$ cat config.mk
export PLATFORM = sky130hd
export DESIGN_NAME = router_sync_ctrl
export DESIGN_NICKNAME = d
export VERILOG_FILES = /design/src/rtl/router_sync_ctrl.sv
export SDC_FILE = /design/constraint.sdc
export NUM_CORES = 1
export LEC_CHECK = 0
export ABC_AREA = 1
export BUFFER_PORTS_ARGS = -buffer_cell sky130_fd_sc_hd__buf_2
export CAP_MARGIN = 0
export CORE_UTILIZATION = 54
export CTS_BUF_LIST = sky130_fd_sc_hd__clkbuf_2 sky130_fd_sc_hd__clkbuf_4 sky130_fd_sc_hd__clkbuf_8
export CTS_CLUSTER_DIAMETER = 80
export DETAILED_ROUTE_END_ITERATION = 8
export MAX_ROUTING_LAYER = met4
export PLACE_DENSITY_LB_ADDON = 0.2
export SLEW_MARGIN = 10
export SYNTH_ARGS = -nofsm -noshare
export SYNTH_HDL_FRONTEND = slang
export SYNTH_SLANG_ARGS = --single-unit
$ cat constraint.sdc
create_clock -name clock -period 1.37 [get_ports clock]
set_input_delay 0.137 -clock clock [delete_from_list [all_inputs] [get_ports clock]]
set_output_delay 0.137 -clock clock [all_outputs]
set_load 0.005 [all_outputs]
$ cat src/rtl/router_sync_ctrl.sv
// Output-port controller for the 1x3 router: destination address latch, FIFO
// write steering, full/valid return paths and per-port read-timeout watchdogs.
module router_sync_ctrl #(
    parameter int TIMEOUT = 30
) (
    input  logic       clock,
    input  logic       resetn,
    input  logic       detect_add,
    input  logic [1:0] data_in,
    input  logic       write_enb_reg,
    input  logic       read_enb_0,
    input  logic       read_enb_1,
    input  logic       read_enb_2,
    input  logic       empty_0,
    input  logic       empty_1,
    input  logic       empty_2,
    input  logic       full_0,
    input  logic       full_1,
    input  logic       full_2,
    output logic [2:0] write_enb,
    output logic       fifo_full,
    output logic       vld_out_0,
    output logic       vld_out_1,
    output logic       vld_out_2,
    output logic       soft_reset_0,
    output logic       soft_reset_1,
    output logic       soft_reset_2
);

    localparam int CW = $clog2(TIMEOUT);

    typedef enum logic [1:0] {
        PORT0     = 2'b00,
        PORT1     = 2'b01,
        PORT2     = 2'b10,
        PORT_NONE = 2'b11
    } port_t;

    port_t          r_addr;
    logic [CW-1:0]  r_cnt [3];
    logic [2:0]     r_soft_reset;
    logic [2:0]     w_empty;
    logic [2:0]     w_read;
    logic [2:0]     w_full;
    logic [2:0]     w_stall;

    assign w_empty = {empty_2, empty_1, empty_0};
    assign w_read  = {read_enb_2, read_enb_1, read_enb_0};
    assign w_full  = {full_2, full_1, full_0};
    assign w_stall = ~w_empty & ~w_read;

    always_ff @(posedge clock) begin
        if (!resetn) begin
            r_addr <= PORT_NONE;
        end else if (detect_add) begin
            r_addr <= port_t'(data_in);
        end
    end

    always_comb begin
        write_enb = '0;
        fifo_full = 1'b0;
        case (r_addr)
            PORT0:   begin write_enb = {2'b00, write_enb_reg};       fifo_full = w_full[0]; end
            PORT1:   begin write_enb = {1'b0, write_enb_reg, 1'b0};  fifo_full = w_full[1]; end
            PORT2:   begin write_enb = {write_enb_reg, 2'b00};       fifo_full = w_full[2]; end
            default: begin write_enb = '0;                           fifo_full = 1'b0;      end
        endcase
    end

    assign vld_out_0 = ~empty_0;
    assign vld_out_1 = ~empty_1;
    assign vld_out_2 = ~empty_2;

    // The pulse cycle itself restarts the window at zero, so a port that
    // stays stalled through the pulse counts that cycle as stall 1.
    always_ff @(posedge clock) begin
        if (!resetn) begin
            for (int unsigned i = 0; i < 3; i++) begin
                r_cnt[i] <= '0;
            end
            r_soft_reset <= '0;
        end else begin
            for (int unsigned i = 0; i < 3; i++) begin
                r_soft_reset[i] <= 1'b0;
                if (!w_stall[i]) begin
                    r_cnt[i] <= '0;
                end else if (r_cnt[i] == CW'(TIMEOUT - 1)) begin
                    r_cnt[i]        <= '0;
                    r_soft_reset[i] <= 1'b1;
                end else begin
                    r_cnt[i] <= r_cnt[i] + CW'(1);
                end
            end
        end
    end

    assign soft_reset_0 = r_soft_reset[0];
    assign soft_reset_1 = r_soft_reset[1];
    assign soft_reset_2 = r_soft_reset[2];

endmodule

==> results by group, run 1 <==
Outcome
  – Status: finished, final reports clean

Clocking
  – Worst skew pair latency: 0.31 ns
  – CTS tree: built
  – Clock-pin slew on the worst setup and hold paths: 0.12 ns
  – TritonCTS Sinks: 20
  – Post-CTS Setup Bufs: 0
  – Worst-case clock buffer depth: 2
  – Root Buffer: clkbuf_4
  – CTS H-tree lvls: 1
  – CTS buffer count: 3

STA
  – Tcrit/Tclk final: 92.2%
  – Unrepaired setup endpoints after global routing: no
  – Final Skew: 0.0144 ns
  – Slew Viols, Final: 0
  – Tmin final: 1.26 ns
  – Final Hold Vio Count: 0
  – Final setup viols: 0
  – Fmax: 0.792 GHz
  – Setup_tns: 0 ns

Synthesis
  – Register area share after synthesis: 52.6%
  – Synth Flop Type: edfxtp_1
  – Post-synthesis register bit count: 20
  – Syn avg cell area: 8.95 um2
  – Post-synth EDFFs: 15
  – Area share of the largest cell type after synthesis: 43.0%
  – Yosys top cell by area: edfxtp_1
  – Yosys cell types: 19
  – Largest cells by area after synthesis: edfxtp_1, dfxtp_1, ha_1
  – Yosys warns: 0
  – Mapped cell area: 1050 um2
  – Syn Inst Count: 117
  – Commonest cells post-synth: inv_1, nand2_1, nor2_1
  – Async set-or-reset flop fraction in the synthesized netlist: 0%

Drt
  – Final WL: 1860 um
  – ANT nets after route: 0
  – Avg Vias per Cell: 4.75
  – Drt drc: 0
  – Initial DRC Count: 11
  – Vias: 879
  – First drt pass iteration count: 4
  – Routed len/inst: 10.1 um

Critical path
  – Reg-to-reg startpoint: r_cnt[1][1]
  – Reg2reg path depth: 5
  – Flop-to-flop setup slack: 0.11 ns
  – WP data arrival: 1.34 ns
  – Slowest stage delay, CP: 0.46 ns
  – Crit-path max FO: 5
  – Setup crit end kind: register
  – CP Class: register to register
  – Slowest-stage cell, CP: edfxtp_1
  – Required @ worst endpoint: 1.44 ns
  – Worst reg2reg path endpoint: r_cnt[1][0]
  – Crit path cell chain: inv_1 > ha_1 > nand4_1 > nand2_2 > nor2_1
  – CP Launch Type: register

Global routing
  – Vias in the first global route: 756
  – Total grt overflow: 0
  – First-pass GRT wire length: 3020 um
  – Largest net degree at the start of global routing: 12
  – Number of antenna violations at the first check in global routing: 0
  – GR Util All Layers: 21.2%

Power and ir drop
  – NetSw: 0.000276 W
  – Cell internal pwr: 0.000865 W
  – Clk pwr share: 27.6%
  – Logic pwr share: 10.2%
  – Switching part of the total: 24.2%
  – Seq pwr share: 62.2%
  – PwrDens: 882 nW/um2
  – P_leak: 0.637 nW
  – VDD IR max: 0.691 mV

Hold path
  – Worst Hold Class: input pin to register
  – Hold Path Depth: 2
  – Worst hold start: read_enb_1
  – Worst Hold End: r_soft_reset[1]

Flow run
  – Max Cap Violations: 0

Floorplanning
  – Initial Utilization: 59.4%
  – IO Count: 25
  – Die Height: 46.0 um
  – Num rows: 15
  – Die W: 46.0 um
  – Placeable Area: 1760 um2
  – Die ar.: 2120 um2

Final layout
  – Layout cell share with drive strength beyond 1: 21.3%
  – Fill cells: 163
  – Ant. Diodes: 0
  – Finished Layout Cells: 185
  – Fin nets: 182
  – Area Growth Syn to Fin: 23.5%

Place
  – Post-DP HPWL: 1500 um
  – Inst Count DP: 180
  – Number of port buffers: 24
  – RD Place Congestion: 0.806
[final cells by class]
cell class / count / area [um2] / area share [%]
Sequential cell: 20 / 551 / 42.6
Multi-Input combinational cell: 91 / 477 / 36.8
Timing Repair Buffer: 25 / 130 / 10.1
Inverter: 20 / 75.1 / 5.80
Tap cell: 25 / 31.3 / 2.42
Clock buffer: 4 / 30.0 / 2.32
[sequential cells by signal (all words and copies together) (netlist names)]
name          flops
r_cnt            15
r_soft_reset      3
r_addr            2
[cells in the final DEF (no fill, tap or decap)]
master         synthesis  layout
a21oi_1                2       2
buf_2                  0      24
clkbuf_4               0       4
clkinv_1               1       1
conb_1                 1      15
dfxtp_1                5       5
dlygate4sd3_1          0       1
edfxtp_1              15      15
ha_1                   6       6
inv_1                 18      18
inv_2                  1       1
nand2_1               18      17
nand2_2                1       2
nand2_4                1       1
nand3_1               11      11
nand4_1                8       8
nor2_1                17      17
nor2_2                 1       1
nor2_4                 1       1
nor3_1                 5       5
o21ai_0                2       2
xnor2_1                3       3
[kinds of logic after synthesis]
family / synth area share, %
fa+ha+maj: 7.17
compound gates: 1.91
buf+inv: 7.17
flops: 52.6
simple gates: 28.3
xor+xnor: 2.51
other cells: 0.358
[timing repair]
item                       4_1_cts  5_1_grt
setup endpoints to repair        0        3
hold buffers                     1        0
resized for setup                0        1
hold endpoints to repair         1        0
[per-stage QoR]
stage	setup slack [ns]	power, W	util (%)	cell area [um2]	hold slack, ns
final	0.107	0.00114	73.3	1290	0.0245
after detailed placement	0.109	0.000836	70.9	1250	0.335
after global routing	0.0134	0.00119	73.3	1290	0.0219
after global placement	0.161	0.000828	70.9	1250	0.332
after floorplan	0.213	0.000784	-	1100	0.216
after CTS	0.0931	0.00115	73.2	1290	0.0188
[per-layer routing]
layer | global-route usage (%) | routed length (um) | up-vias
met3 | 4.76 | 60 | 4
met4 | 8.82 | 27 | 0
met1 | 23.6 | 827 | 395
met5 | - | 0 | -
met2 | 36.1 | 948 | 21
li1 | - | - | 459
[how the worst max path moves through the flow]
stage | start | to | slack, ns | cells past startpoint
6_report | r_cnt[1][1] | r_cnt[1][0] | 0.11 | 5
5_1_grt | r_cnt[0][1] | r_cnt[0][3] | 0.01 | 5
4_1_cts | r_cnt[1][1] | r_cnt[1][2] | 0.09 | 5
3_5_place_dp | r_cnt[1][1] | r_cnt[1][2] | 0.11 | 5
3_3_place_gp | r_cnt[2][1] | r_cnt[2][0] | 0.16 | 7
2_1_floorplan | r_cnt[2][1] | r_cnt[2][0] | 0.21 | 7
[worst max-delay path, delay by kind of cell, from the launching register on]
family / cells / cell delay, ns
and+or+nand+nor: 3 / 0.32
buffers and inverters: 1 / 0.10
DFF: 1 / 0.46
adders and majority gates: 1 / 0.15
[power by group through the flow]
| stage | sequential, W | combinational, W | clock, W |
|---|---|---|---|
| 6_report | 0.000709 | 0.000116 | 0.000315 |
| 5_1_grt | 0.000714 | 0.000135 | 0.000344 |
| 4_1_cts | 0.000709 | 0.000116 | 0.000323 |
| 3_5_place_dp | 0.000723 | 0.000113 | 0 |
| 3_3_place_gp | 0.000721 | 0.000107 | 0 |
| 2_1_floorplan | 0.000715 | 0.0000691 | 0 |
Power figures use the tool's default switching activity.
==> run 2: changes to the inputs <==
CAP_MARGIN = 15   (was 0)
PLACE_DENSITY = 0.85   (was default)
PLACE_DENSITY_LB_ADDON = default   (was 0.2)
==> run 2 against run 1 <==
  * Routed wire length up 5.7%
  * Setup slack better by 0.0054 ns
  * Sequential power about the same
  * Hold slack worse by 0.0073 ns
  * Die area unchanged
  * Clock power up 9.5%
  * Maximum frequency up 0.43%
  * Sequential cell count unchanged
  * Design area up 0.39%
==> results by group, run 2 (same netlist as run 1, synthesis figures left out) <==
Clocking
  – TritonCTS Sinks: 20 (unchanged)
  – CTS H-tree lvls: 1 (unchanged)
  – Root Buffer: clkbuf_4 (unchanged)
  – Clock-pin slew on the worst setup and hold paths: 0.12 ns (about the same)
  – Worst skew pair latency: 0.30 ns (was 0.31 ns)
  – Post-CTS Setup Bufs: 0 (unchanged)
  – CTS tree: built (unchanged)
  – CTS buffer count: 3 (unchanged)
  – Worst-case clock buffer depth: 2 (unchanged)

Critical path
  – Slowest-stage cell, CP: edfxtp_1 (unchanged)
  – Worst path depth: 7 (was 5)
  – Setup crit end kind: register (unchanged)
  – Crit path cell chain: inv_1 > ha_1 > nand2_1 > nor2_4 > inv_2 > nand2_4 > nor2_1 (was inv_1 > ha_1 > nand4_1 > nand2_2 > nor2_1)
  – CP Launch Type: register (unchanged)
  – Slowest stage delay, CP: 0.45 ns (was 0.46 ns)
  – Crit-path max FO: 4 (was 5)
  – CP bufs+invs: 2 (was 1)
  – CP delay by family, top: flip-flops (unchanged)
  – Required @ worst endpoint: 1.44 ns (about the same)
  – Reg2reg path depth: 7 (was 5)
  – WP data arrival: 1.33 ns (was 1.34 ns)
  – CP Class: register to register (unchanged)

Global routing
  – Vias in the first global route: 766 (was 756)
  – GR Util All Layers: 21.2% (about the same)
  – Largest net degree at the start of global routing: 12 (unchanged)
  – Total grt overflow: 0 (unchanged)
  – Number of antenna violations at the first check in global routing: 0 (unchanged)
  – First-pass GRT wire length: 3050 um (was 3020 um)

STA
  – Setup_tns: 0 ns (unchanged)
  – Setup slack after layout: 0.112 ns (was 0.107 ns)
  – Slew Viols, Final: 0 (unchanged)
  – Unrepaired setup endpoints after global routing: no (unchanged)
  – Tmin final: 1.26 ns (about the same)
  – Tcrit/Tclk final: 91.8% (was 92.2%)
  – Final Skew: 0.00744 ns (was 0.0144 ns)
  – Final setup viols: 0 (unchanged)
  – Fmax: 0.795 GHz (was 0.792 GHz)
  – Final Hold Vio Count: 0 (unchanged)

Place
  – Number of port buffers: 24 (unchanged)
  – Dpl cell area: 1250 um2 (unchanged)
  – Inst Count DP: 180 (unchanged)
  – RD Place Congestion: 0.832 (was 0.806)
  – Place WS: 0.133 ns (was 0.109 ns)
  – Post-DP HPWL: 1510 um (was 1500 um)

Floorplanning
  – IO Count: 25 (unchanged)
  – Die ar.: 2120 um2 (unchanged)
  – Placeable Area: 1760 um2 (unchanged)
  – Die Height: 46.0 um (unchanged)
  – Die W: 46.0 um (unchanged)
  – Num rows: 15 (unchanged)
  – Initial Utilization: 59.4% (unchanged)

Final layout
  – Finished Layout Cells: 185 (unchanged)
  – Max reg flops: 15 (unchanged)
  – Ant. Diodes: 0 (unchanged)
  – Reg with most FFs: r_cnt (unchanged)
  – Fin nets: 182 (unchanged)
  – Top flop regs: r_cnt x15, r_soft_reset x3, r_addr x2 (unchanged)
  – Most frequent cells in the layout: buf_2, inv_1, nand2_1, nor2_1 (unchanged)
  – Most common cell after layout, fill and taps aside: buf_2 (unchanged)
  – Finished Cell Area: 1300 um2 (was 1290 um2)
  – Layout cell share with drive strength beyond 1: 21.3% (unchanged)
  – Area Growth Syn to Fin: 24.0% (was 23.5%)
  – Fill cells: 142 (was 163)

Drt
  – Routed len/inst: 10.6 um (was 10.1 um)
  – First drt pass iteration count: 4 (unchanged)
  – Vias: 931 (was 879)
  – ANT nets after route: 0 (unchanged)
  – Avg Vias per Cell: 5.03 (was 4.75)
  – Final WL: 1970 um (was 1860 um)
  – Drt drc: 0 (unchanged)
  – Initial DRC Count: 28 (was 11)

Hold path
  – Hold Path Depth: 2 (unchanged)
  – Worst Hold Class: input pin to register (unchanged)

Power and ir drop
  – PwrDens: 902 nW/um2 (was 882 nW/um2)
  – Total power: 0.00117 W (was 0.00114 W)
  – P_leak: 0.639 nW (was 0.637 nW)
  – VDD IR max: 0.613 mV (was 0.691 mV)

Outcome
  – Status: finished, final reports clean (unchanged)

Flow run
  – Max Cap Violations: 0 (unchanged)
## run 2: cell types whose count changed in the layout (fill, tap and decap cells not counted)
cell	change
clkbuf_4	-1
clkbuf_8	+1
dfxtp_1	-1
dfxtp_2	+1
nand2_1	+1
nand2_2	-1
## run 2: what timing repair did
item                       CTS  global route
setup endpoints to repair    0             1
resized for setup            0             1
hold buffers                 0             1
hold endpoints to repair     0             1
## run 2: area by class of cell
type | count | area (um2) | share of cell area, %
Clock buffer | 4 | 36.3 | 2.79
Inverter | 20 | 75.1 | 5.78
Multi-Input combinational cell | 91 | 474 | 36.5
Sequential cell | 20 | 552 | 42.5
Tap cell | 25 | 31.3 | 2.41
Timing Repair Buffer | 25 | 130 | 10.0
## run 2: power breakdown
group	switching, W	leakage (nW)	internal [W]	total (W)
Clock	0.000183	0.0210	0.000162	0.000345
Sequential	0.0000316	0.195	0.000679	0.000711
Combinational	0.0000644	0.423	0.0000521	0.000117
Total	0.000279	0.639	0.000893	0.00117
## run 2: routing by layer
| layer | wire length [um] | global-route usage (%) | share of wire [%] |
|---|---|---|---|
| met3 | 126 | 4.76 | 6.4 |
| met1 | 821 | 26.0 | 42 |
| met2 | 991 | 33.0 | 50 |
| met5 | 0 | - | 0 |
| met4 | 31 | 9.41 | 1.6 |
## run 2: worst paths after layout
check / startpoint / end / slack [ns]
hold reg to reg: r_addr[0] / r_addr[0] / 0.56
setup reg to reg: r_cnt[2][1] / r_cnt[2][0] / 0.11
hold / removal: read_enb_1 / r_soft_reset[1] / 0.02
setup / recovery: r_cnt[2][1] / r_cnt[2][0] / 0.11
## run 2: worst reg2reg max path, delay by kind of cell (launching register included)
kind                       cells  cell delay (ns)
DFF                            1             0.45
and+or+nand+nor                4             0.29
buffers and inverters          2             0.15
adders and majority gates      1             0.13
## run 2: metrics by stage
stage          utilization, %  hold WS, ns
2_1_floorplan               -        0.216
6_report                 73.6       0.0172
3_5_place_dp             70.9        0.328
4_1_cts                  73.0      0.00580
5_1_grt                  73.6       0.0293
3_3_place_gp             70.9        0.322
